==> src/rtl/sbox_share_scheduler_if.sv <==
// Handshake/bus bundle between round-datapath requesters, the PRNG, the shared
// masked S-box core and the result consumer.
interface sbox_share_scheduler_if #(
  parameter int unsigned N_REQ   = 4,
  parameter int unsigned SHARES  = 4,
  parameter int unsigned FRESH_W = 130
);
  localparam int unsigned VEC_W = 4 * SHARES;
  localparam int unsigned ID_W  = (N_REQ > 1) ? $clog2(N_REQ) : 1;

  logic [N_REQ-1:0]       req_valid;
  logic [N_REQ-1:0]       req_ready;
  logic [N_REQ*VEC_W-1:0] req_data;

  logic                   rnd_valid;
  logic                   rnd_ready;
  logic [FRESH_W-1:0]     rnd_data;

  logic [VEC_W-1:0]       sbox_in;
  logic [FRESH_W-1:0]     sbox_fresh;
  logic                   sbox_start;
  logic [VEC_W-1:0]       sbox_out;

  logic                   rsp_valid;
  logic                   rsp_ready;
  logic [VEC_W-1:0]       rsp_data;
  logic [ID_W-1:0]        rsp_id;

  logic                   busy;

  modport slave (
    input  req_valid, req_data, rnd_valid, rnd_data, sbox_out, rsp_ready,
    output req_ready, rnd_ready, sbox_in, sbox_fresh, sbox_start,
           rsp_valid, rsp_data, rsp_id, busy
  );

  modport master (
    output req_valid, req_data, rnd_valid, rnd_data, sbox_out, rsp_ready,
    input  req_ready, rnd_ready, sbox_in, sbox_fresh, sbox_start,
           rsp_valid, rsp_data, rsp_id, busy
  );
endinterface

==> src/rtl/sbox_share_scheduler.sv <==
// Round-robin scheduler time-sharing one masked 4-bit S-box core among N_REQ
// lanes; whole share vectors and one fresh PRNG word per evaluation.
module sbox_share_scheduler #(
  parameter int unsigned N_REQ   = 4,
  parameter int unsigned SHARES  = 4,
  parameter int unsigned LATENCY = 11,
  parameter int unsigned FRESH_W = 130
) (
  input  logic                 clk,
  input  logic                 rst,
  sbox_share_scheduler_if.slave bus
);

  localparam int unsigned VEC_W = 4 * SHARES;
  localparam int unsigned ID_W  = (N_REQ > 1) ? $clog2(N_REQ) : 1;
  localparam int unsigned CNT_W = (LATENCY > 1) ? $clog2(LATENCY) : 1;
  localparam logic [CNT_W-1:0] CNT_LAST = CNT_W'(LATENCY - 1);

  typedef enum logic [1:0] {
    IDLE,
    RAND,
    EVAL,
    DONE
  } state_t;

  state_t             state_q;
  logic [ID_W-1:0]    ptr_q;
  logic [CNT_W-1:0]   cnt_q;
  logic [VEC_W-1:0]   sbox_in_q;
  logic [FRESH_W-1:0] sbox_fresh_q;
  logic               sbox_start_q;
  logic [VEC_W-1:0]   rsp_data_q;
  logic [ID_W-1:0]    rsp_id_q;
  logic               rsp_valid_q;
  logic               rnd_ready_q;
  logic               busy_q;

  logic               gnt_found_d;
  logic [ID_W-1:0]    gnt_idx_d;
  logic [N_REQ-1:0]   gnt_onehot_d;
  logic [ID_W-1:0]    ptr_d;
  logic [VEC_W-1:0]   gnt_vec_d;

  function automatic logic [ID_W-1:0] rr_index(input logic [ID_W-1:0] base,
                                               input int unsigned off);
    int unsigned sum;
    sum = 32'(base) + off;
    return ID_W'(sum % N_REQ);
  endfunction

  // First asserted requester at or after the pointer, wrapping around.
  always_comb begin
    gnt_found_d = 1'b0;
    gnt_idx_d   = '0;
    for (int unsigned i = 0; i < N_REQ; i++) begin
      if (!gnt_found_d && bus.req_valid[rr_index(ptr_q, i)]) begin
        gnt_found_d = 1'b1;
        gnt_idx_d   = rr_index(ptr_q, i);
      end
    end
  end

  // Grant is combinational; gating with rst keeps req_ready low while reset is held.
  always_comb begin
    gnt_onehot_d = '0;
    if (rst && (state_q == IDLE) && gnt_found_d) begin
      gnt_onehot_d[gnt_idx_d] = 1'b1;
    end
  end

  assign ptr_d     = (32'(gnt_idx_d) == N_REQ - 1) ? '0 : gnt_idx_d + 1'b1;
  assign gnt_vec_d = bus.req_data[32'(gnt_idx_d)*VEC_W +: VEC_W];

  always_ff @(posedge clk or negedge rst) begin
    if (!rst) begin
      state_q      <= IDLE;
      ptr_q        <= '0;
      cnt_q        <= '0;
      sbox_in_q    <= '0;
      sbox_fresh_q <= '0;
      sbox_start_q <= 1'b0;
      rsp_data_q   <= '0;
      rsp_id_q     <= '0;
      rsp_valid_q  <= 1'b0;
      rnd_ready_q  <= 1'b0;
      busy_q       <= 1'b0;
    end else begin
      sbox_start_q <= 1'b0;
      unique case (state_q)
        IDLE: begin
          if (gnt_found_d) begin
            sbox_in_q   <= gnt_vec_d;
            rsp_id_q    <= gnt_idx_d;
            ptr_q       <= ptr_d;
            rnd_ready_q <= 1'b1;
            busy_q      <= 1'b1;
            state_q     <= RAND;
          end
        end
        RAND: begin
          if (bus.rnd_valid) begin
            sbox_fresh_q <= bus.rnd_data;
            sbox_start_q <= 1'b1;
            cnt_q        <= '0;
            rnd_ready_q  <= 1'b0;
            state_q      <= EVAL;
          end
        end
        EVAL: begin
          if (cnt_q == CNT_LAST) begin
            rsp_data_q  <= bus.sbox_out;
            rsp_valid_q <= 1'b1;
            state_q     <= DONE;
          end else begin
            cnt_q <= cnt_q + 1'b1;
          end
        end
        DONE: begin
          if (bus.rsp_ready) begin
            rsp_valid_q <= 1'b0;
            busy_q      <= 1'b0;
            state_q     <= IDLE;
          end
        end
        default: state_q <= IDLE;
      endcase
    end
  end

  assign bus.req_ready  = gnt_onehot_d;
  assign bus.rnd_ready  = rnd_ready_q;
  assign bus.sbox_in    = sbox_in_q;
  assign bus.sbox_fresh = sbox_fresh_q;
  assign bus.sbox_start = sbox_start_q;
  assign bus.rsp_valid  = rsp_valid_q;
  assign bus.rsp_data   = rsp_data_q;
  assign bus.rsp_id     = rsp_id_q;
  assign bus.busy       = busy_q;

endmodule

==> src/flat_wrapper.sv <==
// flat-port wrapper written by rule: the top's interface ports become plain ports
module sbox_share_scheduler_flat 
#(
  parameter int unsigned N_REQ   = 4,
  parameter int unsigned SHARES  = 4,
  parameter int unsigned LATENCY = 11,
  parameter int unsigned FRESH_W = 130
)
  (clk, rst, bus_req_valid, bus_req_data, bus_rnd_valid, bus_rnd_data, bus_sbox_out, bus_rsp_ready, bus_req_ready, bus_rnd_ready, bus_sbox_in, bus_sbox_fresh, bus_sbox_start, bus_rsp_valid, bus_rsp_data, bus_rsp_id, bus_busy);
  sbox_share_scheduler_if #(.N_REQ(N_REQ), .SHARES(SHARES), .FRESH_W(FRESH_W)) bus_i ();
  input  logic clk;
  input  logic rst;
  input wire logic [$bits(bus_i.req_valid)-1:0] bus_req_valid;
  input wire logic [$bits(bus_i.req_data)-1:0] bus_req_data;
  input wire logic [$bits(bus_i.rnd_valid)-1:0] bus_rnd_valid;
  input wire logic [$bits(bus_i.rnd_data)-1:0] bus_rnd_data;
  input wire logic [$bits(bus_i.sbox_out)-1:0] bus_sbox_out;
  input wire logic [$bits(bus_i.rsp_ready)-1:0] bus_rsp_ready;
  output wire logic [$bits(bus_i.req_ready)-1:0] bus_req_ready;
  output wire logic [$bits(bus_i.rnd_ready)-1:0] bus_rnd_ready;
  output wire logic [$bits(bus_i.sbox_in)-1:0] bus_sbox_in;
  output wire logic [$bits(bus_i.sbox_fresh)-1:0] bus_sbox_fresh;
  output wire logic [$bits(bus_i.sbox_start)-1:0] bus_sbox_start;
  output wire logic [$bits(bus_i.rsp_valid)-1:0] bus_rsp_valid;
  output wire logic [$bits(bus_i.rsp_data)-1:0] bus_rsp_data;
  output wire logic [$bits(bus_i.rsp_id)-1:0] bus_rsp_id;
  output wire logic [$bits(bus_i.busy)-1:0] bus_busy;
  assign bus_i.req_valid = bus_req_valid;
  assign bus_i.req_data = bus_req_data;
  assign bus_i.rnd_valid = bus_rnd_valid;
  assign bus_i.rnd_data = bus_rnd_data;
  assign bus_i.sbox_out = bus_sbox_out;
  assign bus_i.rsp_ready = bus_rsp_ready;
  assign bus_req_ready = bus_i.req_ready;
  assign bus_rnd_ready = bus_i.rnd_ready;
  assign bus_sbox_in = bus_i.sbox_in;
  assign bus_sbox_fresh = bus_i.sbox_fresh;
  assign bus_sbox_start = bus_i.sbox_start;
  assign bus_rsp_valid = bus_i.rsp_valid;
  assign bus_rsp_data = bus_i.rsp_data;
  assign bus_rsp_id = bus_i.rsp_id;
  assign bus_busy = bus_i.busy;
  sbox_share_scheduler #(.N_REQ(N_REQ), .SHARES(SHARES), .LATENCY(LATENCY), .FRESH_W(FRESH_W)) u_core (.clk(clk), .rst(rst), .bus(bus_i));
endmodule
==> config.mk <==
export PLATFORM = sky130hd
export DESIGN_NAME = sbox_share_scheduler_flat
export DESIGN_NICKNAME = d
export VERILOG_FILES = /design/src/rtl/sbox_share_scheduler_if.sv /design/src/rtl/sbox_share_scheduler.sv /design/src/flat_wrapper.sv
export SDC_FILE = /design/constraint.sdc
export NUM_CORES = 1
export LEC_CHECK = 0
export ABC_AREA = 1
export CORE_AREA = 2 2 153 155
export CTS_CLUSTER_SIZE = 24
export DETAILED_ROUTE_END_ITERATION = 10
export DIE_AREA = 0 0 155 157
export GPL_ROUTABILITY_DRIVEN = 0
export PLACE_DENSITY = 0.7
export SETUP_SLACK_MARGIN = 0.1
export SYNTH_ARGS = -nofsm -noshare
export SYNTH_HDL_FRONTEND = slang
export SYNTH_SLANG_ARGS = --single-unit
==> constraint.sdc <==
create_clock -name clk -period 5.32 [get_ports clk]
set_input_delay 0.798 -clock clk [delete_from_list [all_inputs] [get_ports clk]]
set_output_delay 0.798 -clock clk [all_outputs]
set_load 0.02 [all_outputs]
# Word level (Yosys, flattened, before mapping)
# Index checks and enable logic that the tools add are counted.
# word_totals
ff_bits	176
output_inout_bits	172
word_cells	92
# op_classes
n_addsub	5
n_lt_le_gt_ge	6
n_eq_ne	10
shifts	1
muxes	37
reduce_logical	22
# op_table
cell	n
$shiftx 64x7->16	1
$mux 2	9
$lt 2x3->1 const B	5
$mux 1	15
$mux 4	3
$reduce_and 3->1	4
$bmux 1 s2	4
$pmux 2 s4	1
$pmux 4 s2	1
$reduce_bool 2->1	4
$eq 2x2->1 const B	3
$logic_and 1x1->1	6
$ne 2x2->1 const B	3
$pmux 1 s2	3
$reduce_and 2->1	3
$add 2x1->2 const B	2
$add 2x2->2 const B	2
$add 4x1->4 const B	1
$eq 4x4->1 const B	1
$ne 2x1->1 const B	2
$reduce_and 4->1	1
$logic_not 1->1	3
$demux 1 s2	1
$eq 2x1->1 const B	1
other kinds (2)	2

# Logic depth before layout (Yosys ltp)
# Gate-level depths: netlist of the first run.
# logic_depth
word_depth	17
depth_mapped	14
ltp_nobuf	13

# Worst setup path before layout of the first run
# Ideal clock, no wire load.
# synth_timing
kind	input -> output
from	in bus_req_valid[3]
to	out bus_req_ready[2]
arrival_ns	2.160
t_required_ns	4.522
path_slack_ns	2.362
stages	13
n_path_buf	1
path_cell_list	inv_1 nand2_2 nand3_1 nand2_2 nor2_4 nand2_1 nor2_2 nor2_4 buf_4 inv_2 ha_1 inv_1 nor2_1
# synth_via
elab_chain_len	17
word_cells_on_any_way	29
# synth_rtl
item	line	rtl
start: declaration	flat_wrapper.sv:13	input wire logic [$bits(bus_i.req_valid)-1:0] bus_req_valid;
$bmux 1 s2	sbox_share_scheduler.sv:56	if (!gnt_found_d && bus.req_valid[rr_index(ptr_q, i)]) begin
$mux 1 (not written as such)	sbox_share_scheduler.sv:56	
$mux 1	sbox_share_scheduler.sv:56	
$logic_not 1->1	sbox_share_scheduler.sv:56	
$logic_and 1x1->1	sbox_share_scheduler.sv:56	
$mux 1	sbox_share_scheduler.sv:56	
$logic_not 1->1	sbox_share_scheduler.sv:56	
$logic_and 1x1->1	sbox_share_scheduler.sv:56	
$mux 1	sbox_share_scheduler.sv:56	
$logic_not 1->1	sbox_share_scheduler.sv:56	
$logic_and 1x1->1	sbox_share_scheduler.sv:56	
$mux 2	sbox_share_scheduler.sv:56	
$lt 2x3->1 (not written as such) / $ge 2x1->1 (equally long branches)	sbox_share_scheduler.sv:67	gnt_onehot_d[gnt_idx_d] = 1'b1;
$logic_and 1x1->1 (not written as such)	sbox_share_scheduler.sv:67	
$mux 1 (not written as such)	sbox_share_scheduler.sv:67	
$demux 1 s2	n/a	
$mux 4 (*)	sbox_share_scheduler.sv:66	if (rst && (state_q == IDLE) && gnt_found_d) begin
end: declaration	flat_wrapper.sv:19	output wire logic [$bits(bus_i.req_ready)-1:0] bus_req_ready;
# Mark *: on every way between the ends. The rest lies on a longest branch, timed or not. The select of a mux whose other input is x is not followed.

# Final worst setup path of the first run
# Ends and elaborated chain as after synthesis.

==> results of run 1 <==
area by class of cell:
cell class / instances / share of cell area, %
sequential: 176 / 35.4
tap: 285 / 2.86
clock inverter: 13 / 1.45
inverter: 38 / 1.16
multi-input combinational: 696 / 24.0
clock buffer: 18 / 3.53
timing repair buffer: 396 / 31.7
critical path, stage by stage:
cell and delay, ns:
clkdlybuf4s50_1 0.43, inv_1 0.09, nand2_2 0.06, nand3_1 0.15, nand2_2 0.10, a21oi_1 0.15, nand2_2 0.06, buf_4 0.24
nand2_4 0.34, ha_1 0.21, inv_1 0.04, nor2_1 0.09, clkdlybuf4s50_1 0.60
cell families after synthesis:
kind of cell	synth area share, %
AOI/OAI and AO/OA	1.60
adders and majority gates	1.29
buffers and inverters	4.85
DFF	56.8
and+or+nand+nor	35.5
worst paths after layout:
check                                             end  cells after the start
min in group clk               u_core.bus.rsp_data[4]                      2
min                              u_core.bus.rnd_ready                      1
max                                  bus_req_ready[2]                     13
min reg2reg                    u_core.bus.rsp_data[4]                      2
max reg2reg                u_core.bus.sbox_fresh[118]                      7
max in group asynchronous  u_core.bus.sbox_fresh[110]                      2
cells in the mapped netlist, types with 2 or more instances:
library cell | number | area (µm²)
a21oi_1 | 3 | 15.0
buf_1 | 3 | 11.3
buf_2 | 10 | 50.1
buf_4 | 2 | 15.0
buf_6 | 5 | 56.3
clkbuf_1 | 27 | 101
dfrtp_1 | 176 | 4400
ha_1 | 8 | 100
inv_1 | 33 | 124
inv_2 | 4 | 15.0
nand2_1 | 544 | 2040
nand2_2 | 8 | 50.1
nand3_1 | 72 | 360
nand3_2 | 2 | 20.0
nand3b_1 | 17 | 128
nor2_1 | 13 | 48.8
nor2_2 | 2 | 12.5
nor2_4 | 2 | 22.5
nor3_2 | 2 | 20.0
o21a_1 | 2 | 15.0
o21ai_0 | 10 | 50.1
layer usage:
metal / routed length [µm] / up-vias
li1: - / 3684
met5: 0 / -
met4: 983 / 0
met2: 12800 / 256
met1: 10100 / 3458
met3: 1420 / 52
registers in the layout, indices dropped and copies added, names as in the netlist:
signal	cells
u_core.cnt_q	4
u_core.bus.rsp_valid	1
u_core.bus.rsp_id	2
u_core.bus.sbox_in	16
u_core.bus.rnd_ready	1
u_core.bus.sbox_start	1
u_core.bus.busy	1
u_core.bus.sbox_fresh	130
u_core.bus.rsp_data	16
u_core.state_q	2
u_core.ptr_q	2
through the flow:
| stage | hold WS (ns) | util (%) |
|---|---|---|
| 6_report | 0.320 | 55.4 |
| 4_1_cts | 0.330 | 55.4 |
| 2_1_floorplan | 0.502 | - |
| 3_5_place_dp | 0.462 | 52.6 |
| 3_3_place_gp | 0.452 | 52.6 |
| 5_1_grt | 0.357 | 55.4 |
power by group through the flow:
stage	Sequential (mW)	Combinational (mW)	Clock (mW)
2_1_floorplan	2.93	1.52	0
3_3_place_gp	2.25	3.86	0
3_5_place_dp	2.26	3.91	0
4_1_cts	2.26	3.92	1.34
5_1_grt	2.32	4.21	1.40
6_report	2.26	3.88	1.32
==> reports/metrics.yaml, run 1 <==
timing:
  maxSlewHeadroom_pct: 34.6
  fin_tns_setup_ns: 0
  fin_skew_ns: 0.0167
  period_share_pct: 78.7
  setup_ws_ns: 1.13
  fin_crit_ns: 4.19
  final-hold-violation-count: 0
  fmax_mhz: 239
  worst_pin_slew_ns: 0.981
  rsz0062_at_grt: "no"
  setup_violations: 0
  drv_slew: 0
global_route:
  grt_busiest_layer: "met2"
  grt_pass1_wl_um: 38200
  met3_usage_pct: 4.82
  grt.met2_usage_pct: 34.5
  antenna_found_initial: 0
  globalRouteOverflowTotal: 0
  grt_usage_pct: 20.0
  met1_usage_pct: 23.9
  grt_pass1_vias: 7288
  grt_max_degree: 96
clock_tree:
  clk_path_buf_depth: 2
  cts_tree: "done"
  cts_buffers: 17
  cts_htree_levels: 4
  holdBufCountCts: 0
  clock-sinks: 176
  post_cts.repair.setup_buffers: 0
  clkLatencyLatePin_ns: 0.43
  cts_root_buf: "clkbuf_16"
  ctsResizeCount: 0
  path_clk_slew_ns: 0.07
critical_path:
  r2r_start: "u_core.state_q[1]"
  path_max_fanout: 37
  arrival_ns: 3.39
  required_ns: 4.52
  end_kind: "output port"
  startpoint: "bus_req_valid[3]"
  r2r_setup_slack_ns: 2.51
  path_class: "input pin to output port"
  cp-start-kind: "input pin"
finish:
  register_area_um2: 4400
  nets: 1551
  layout-drive-gt1-share_pct: 4.79
  layout_commonest_cell: "nand2_1"
  synthToLayoutAreaGrowth_pct: 60.6
  final_area_um2: 12500
  final_cells: 1622
  multiInputGateArea_um2: 2980
  diodes: 0
  final_cell_mix: "nand2_1 (543), clkdlybuf4s50_1 (388), dfrtp_1 (176), nand3_1 (72), inv_1 (33)"
  fillCellCount: 2020
yosys:
  synth_cell_types: 33
  synth_edf_count: 0
  ys_ff_latch: 176
  synth_fp_nets: 1183
  yosysSeqAreaShare_pct: 56.8
  synth_cells: 957
  netlist_area_um2: 7760
  synthFlopType: "dfrtp_1"
  avgSynthCellArea_um2: 8.11
  async_reset_ff_share_pct: 100
  yosys_warnings: 0
route:
  drcViolationCount: 0
  drt_iter0_drc: 531
  routed_via_density: 4.59
  finalWirelength_um: 25300
  dr.pass1.iters: 5
  num_vias: 7450
  wl_per_cell_um: 15.6
  ant_nets: 0
floorplanning:
  start_util_pct: 34.5
  dieArea_um2: 24300
  coreArea_um2: 22500
  rows: 55
  die_width_um: 155
  die_y_um: 157
  io_pins: 390
worst_hold_path:
  min_path_type: "input pin to asynchronous set/reset pin"
power:
  intPower_mw: 4.32
  seqPwrFrac_pct: 30.3
  switching_share_pct: 42.0
  p_comb_share_pct: 52.1
  pwr-share-clk_pct: 17.7
  finalPower_mw: 7.45
  switchingPower_mw: 3.13
  p_leak_nw: 6.06
  vdd_drop_max_uv: 254
  power_density_nw_per_um2: 598
placed_design:
  placedCellCount: 1591
  dpl_cell_area_um2: 11800
  pre_cts_slack_ns: 1.15
  place_hpwl_um: 18700
  io_buffers: 389
outcome:
  status: "finished clean"
run:
  drv_cap: 0
No activity file was read; power rests on OpenSTA's default activity.
==> inputs of run 2 (changes only) <==
--- a/config.mk
+++ b/config.mk
@@ -6,12 +6,12 @@
 export NUM_CORES = 1
 export LEC_CHECK = 0
 export ABC_AREA = 1
-export CORE_AREA = 2 2 153 155
+export CORE_AREA = 2 2 149 151
 export CTS_CLUSTER_SIZE = 24
 export DETAILED_ROUTE_END_ITERATION = 10
-export DIE_AREA = 0 0 155 157
+export DIE_AREA = 0 0 151 153
 export GPL_ROUTABILITY_DRIVEN = 0
-export PLACE_DENSITY = 0.7
+export PLACE_DENSITY = 0.74
 export SETUP_SLACK_MARGIN = 0.1
 export SYNTH_ARGS = -nofsm -noshare
 export SYNTH_HDL_FRONTEND = slang
==> constraint.sdc (replaced) <==
create_clock -name clk -period 4.2 [get_ports clk]
set_input_delay 0.63 -clock clk [delete_from_list [all_inputs] [get_ports clk]]
set_output_delay 0.63 -clock clk [all_outputs]
set_load 0.02 [all_outputs]
==> run 2 against run 1 <==
Net effect:
- utilization is 2.6 points higher
- final area about the same
- total power rose by 26%
- setup slack lost 0.58 ns
- global-route usage up 1.9 points
==> reports/metrics.yaml, run 2 (synthesis results as in run 1) <==
route:
  wl_met2_um: 12600
  met3_length_um: 1730
  finalWirelength_um: 25400
  drcViolationCount: 0
  drt_iter0_drc: 504
  num_vias: 7428
  ant_nets: 0
  wl_per_cell_um: 15.7
  wl_met1_um: 10300
  routed_via_density: 4.58
  highest_layer: "met4"
  dr.pass1.iters: 5
clock_tree:
  cts_htree_levels: 4
  clock-sinks: 176
  cts_tree: "done"
  cts_root_buf: "clkbuf_16"
  ctsResizeCount: 0
  post_cts.repair.setup_buffers: 0
  holdBufCountCts: 0
  clk_path_buf_depth: 2
  path_clk_slew_ns: 0.07
  cts_buffers: 17
  clkLatencyLatePin_ns: 0.44
timing:
  setup_ws_ns: 0.551
  fin_hold_ws_ns: 0.339
  period_share_pct: 86.9
  drv_slew: 0
  fin_tns_setup_ns: 0
  final-hold-violation-count: 0
  fin_skew_ns: 0.0170
  fmax_mhz: 274
  fin_crit_ns: 3.65
  worst_pin_slew_ns: 0.973
  setup_violations: 0
  maxSlewHeadroom_pct: 35.1
  rsz0062_at_grt: "no"
critical_path:
  crit_family: "buffers and inverters"
  cp-start-kind: "register"
  slowest_stage: "clkdlybuf4s50_1"
  crit_top_cell: "nor2_1"
  path_buf_inv: 3
  arrival_ns: 3.02
  required_ns: 3.57
  path_class: "register to output port"
  critPathMaxStageDelay_ns: 0.61
  end_kind: "output port"
  path_max_fanout: 26
  cp_cell_sequence: "inv_2, nand2_1, nand3_1, nand2_2, nor2_1, nor2_1, nand2_2, nand2_4, buf_4, nand2_1, nor2_1, clkdlybuf4s50_1"
floorplanning:
  coreArea_um2: 21500
  die_y_um: 153
  io_pins: 390
  start_util_pct: 36.1
  rows: 54
  die_width_um: 151
  dieArea_um2: 23100
global_route:
  grt_pass1_wl_um: 39400
  antenna_found_initial: 1
  grt_max_degree: 177
  grt_usage_pct: 21.9
  globalRouteOverflowTotal: 0
  grt_pass1_vias: 7330
power:
  p_leak_nw: 6.06
  power_density_nw_per_um2: 754
  vdd_drop_max_uv: 330
finish:
  final_cell_mix: "nand2_1 (543), clkdlybuf4s50_1 (388), dfrtp_1 (176), nand3_1 (72), inv_1 (33)"
  layout-drive-gt1-share_pct: 5.07
  layout_commonest_cell: "nand2_1"
  fillCellCount: 1908
  synthToLayoutAreaGrowth_pct: 60.6
  fin_util_pct: 58.0
  final_cells: 1622
  largest_register_ffs: 130
  nets: 1554
placed_design:
  place_hpwl_um: 18600
  pre_cts_slack_ns: 0.593
  io_buffers: 389
  placedCellCount: 1589
outcome:
  status: "finished clean"
run:
  drv_cap: 0
worst_hold_path:
  min_path_type: "input pin to asynchronous set/reset pin"
[run 2: final timing paths]
| kind | to | cells after the start | slack [ns] | startpoint |
|---|---|---|---|---|
| setup reg to reg | u_core.bus.sbox_fresh[30] | 7 | 1.71 | u_core.state_q[1] |
| hold reg to reg | u_core.bus.rsp_data[8] | 2 | 0.47 | u_core.bus.rsp_data[8] |
| setup / recovery | bus_req_ready[0] | 12 | 0.55 | u_core.ptr_q[0] |
| min in group clk | u_core.bus.rsp_data[8] | 2 | 0.47 | u_core.bus.rsp_data[8] |
| hold / removal | u_core.bus.sbox_in[0] | 2 | 0.34 | rst |
| max in group asynchronous | u_core.bus.sbox_fresh[111] | 2 | 3.13 | rst |
[run 2: layer usage]
| layer | vias up | global-route usage (%) |
|---|---|---|
| li1 | 3696 | - |
| met1 | 3413 | 26.9 |
| met2 | 274 | 37.2 |
| met3 | 45 | 5.19 |
| met4 | 0 | 8.50 |
| met5 | - | 0 |
[run 2: cell type report]
cell class                 count  area [µm²]  area share (%)
multi-input combinational    696        2980            23.9
inverter                      38         144            1.15
clock inverter                14         143            1.14
antenna                        1        2.50          0.0201
tap                          280         350            2.81
timing repair buffer         399        4000            32.1
sequential                   176        4400            35.3
clock buffer                  18         439            3.52
[run 2: through the flow]
stage	power (mW)	area, µm²
2_1_floorplan	5.64	7760
3_3_place_gp	7.76	11900
3_5_place_dp	7.85	11900
4_1_cts	9.48	12500
5_1_grt	10.0	12500
6_report	9.40	12500
[run 2: power breakdown]
group	switching (mW)	leakage [nW]	internal [mW]
Clock	0.761	0.278	0.807
Combinational	2.87	3.62	2.10
Sequential	0.419	2.16	2.44
Total	4.05	6.06	5.35
==> inputs of run 3 (changes only) <==
--- a/config.mk
+++ b/config.mk
@@ -7,6 +7,7 @@
 export LEC_CHECK = 0
 export ABC_AREA = 1
 export CORE_AREA = 2 2 149 151
+export CTS_BUF_LIST = sky130_fd_sc_hd__clkbuf_16
 export CTS_CLUSTER_SIZE = 24
 export DETAILED_ROUTE_END_ITERATION = 10
 export DIE_AREA = 0 0 151 153
==> run 3 against run 2 <==
Net effect:
- count of clock-buffer cells in the layout fell by 1
- critical path depth did not move
- sequential cell count did not move
- sequential power barely moved
- largest power group unchanged
==> reports/metrics.yaml, run 3 (synthesis results as in run 1) <==
timing:
  fin_crit_ns: 3.65
  fin_skew_ns: 0.0182
  maxSlewHeadroom_pct: 35.9
  drv_slew: 0
  fin_tns_setup_ns: 0
  setup_violations: 0
  final-hold-violation-count: 0
  fmax_mhz: 274
  worst_pin_slew_ns: 0.961
  period_share_pct: 86.9
  rsz0062_at_grt: "no"
critical_path:
  arrival_ns: 3.02
  crit_top_cell: "nor2_1"
  slowest_stage: "clkdlybuf4s50_1"
  critPathMaxStageDelay_ns: 0.61
  path_max_fanout: 26
  r2r_cells: 7
  cp_num_cells: 12
  path_class: "register to output port"
  cp-start-kind: "register"
  end_kind: "output port"
  path_buf_inv: 3
  required_ns: 3.57
  crit_family: "buffers and inverters"
  cp_cell_sequence: "inv_2, nand2_1, nand3_1, nand2_2, nor2_1, nor2_1, nand2_2, nand2_4, buf_4, nand2_1, nor2_1, clkdlybuf4s50_1"
clock_tree:
  cts_tree: "done"
  clock-sinks: 176
  cts_root_buf: "clkbuf_16"
  clk_path_buf_depth: 2
  holdBufCountCts: 0
  post_cts.repair.setup_buffers: 0
  cts_htree_levels: 4
  clkLatencyLatePin_ns: 0.44
  ctsResizeCount: 0
  cts_buffers: 17
  path_clk_slew_ns: 0.07
finish:
  nets: 1554
  fin_util_pct: 58.0
  final_cells: 1622
  synthToLayoutAreaGrowth_pct: 60.5
  layout-drive-gt1-share_pct: 5.00
  final_cell_mix: "nand2_1 (543), clkdlybuf4s50_1 (388), dfrtp_1 (176), nand3_1 (72), inv_1 (33)"
  layout_commonest_cell: "nand2_1"
  final_area_um2: 12500
  largest_register_ffs: 130
floorplanning:
  start_util_pct: 36.1
  rows: 54
  coreArea_um2: 21500
  io_pins: 390
  die_width_um: 151
  die_y_um: 153
  dieArea_um2: 23100
global_route:
  grt_max_degree: 177
  grt_usage_pct: 21.9
  antenna_found_initial: 1
  globalRouteOverflowTotal: 0
  grt_pass1_wl_um: 39400
  grt_pass1_vias: 7333
route:
  dr.pass1.iters: 5
  drt_iter0_drc: 540
  routed_via_density: 4.57
  drcViolationCount: 0
  ant_nets: 0
  wl_per_cell_um: 15.7
  num_vias: 7412
  finalWirelength_um: 25500
worst_hold_path:
  min_path_type: "input pin to asynchronous set/reset pin"
placed_design:
  placedCellCount: 1589
  place_hpwl_um: 18600
  dpl_cell_area_um2: 11900
  io_buffers: 389
power:
  power_density_nw_per_um2: 753
  p_leak_nw: 6.05
  vdd_drop_max_uv: 330
run:
  drv_cap: 0
outcome:
  status: "finished clean"
run 3: final cells by class:
class / count / area [µm²]
repair buffers: 399 / 4000
flip-flops and latches: 176 / 4400
fillers: 1910 / 9030
multi-input cells: 696 / 2980
well taps: 280 / 350
diodes: 1 / 2.50
clock buffers: 17 / 425
clock inverters: 15 / 146
inverters: 38 / 144
run 3: worst paths after layout:
check	from	to	slack (ns)
worst max-delay path	u_core.ptr_q[0]	bus_req_ready[0]	0.55
worst min-delay path	rst	u_core.bus.sbox_in[0]	0.35
worst max register to register	u_core.state_q[1]	u_core.bus.sbox_fresh[44]	1.73
worst min register to register	u_core.bus.rsp_data[8]	u_core.bus.rsp_data[8]	0.47
max in group asynchronous	rst	u_core.bus.sbox_fresh[111]	3.13
min in group clk	u_core.bus.rsp_data[8]	u_core.bus.rsp_data[8]	0.47
run 3: per-layer routing:
layer	track usage, %	wire [µm]
met1	26.8	10400
met2	37.4	12800
met3	5.19	1620
met4	8.19	762
met5	0	0
run 3: per-stage QoR:
step | total power [mW] | setup WS (ns) | hold WS (ns)
5_1_grt | 10.0 | 0.307 | 0.394
3_5_place_dp | 7.85 | 0.593 | 0.458
6_report | 9.38 | 0.551 | 0.345
4_1_cts | 9.46 | 0.542 | 0.439
3_3_place_gp | 7.76 | 0.610 | 0.453
2_1_floorplan | 5.64 | 1.58 | 0.334
run 3: worst register-to-register path, delay by kind of cell, from the launching register on:
family	cells	cell delay [ns]
AND/OR/NAND/NOR	3	0.48
flip-flops	1	0.38
buffers and inverters	3	1.29
adder cells (fa/ha/maj)	1	0.27
run 3: power by group:
group | switching, mW | internal (mW)
sequential | 0.419 | 2.44
clock | 0.761 | 0.789
combinational | 2.87 | 2.10
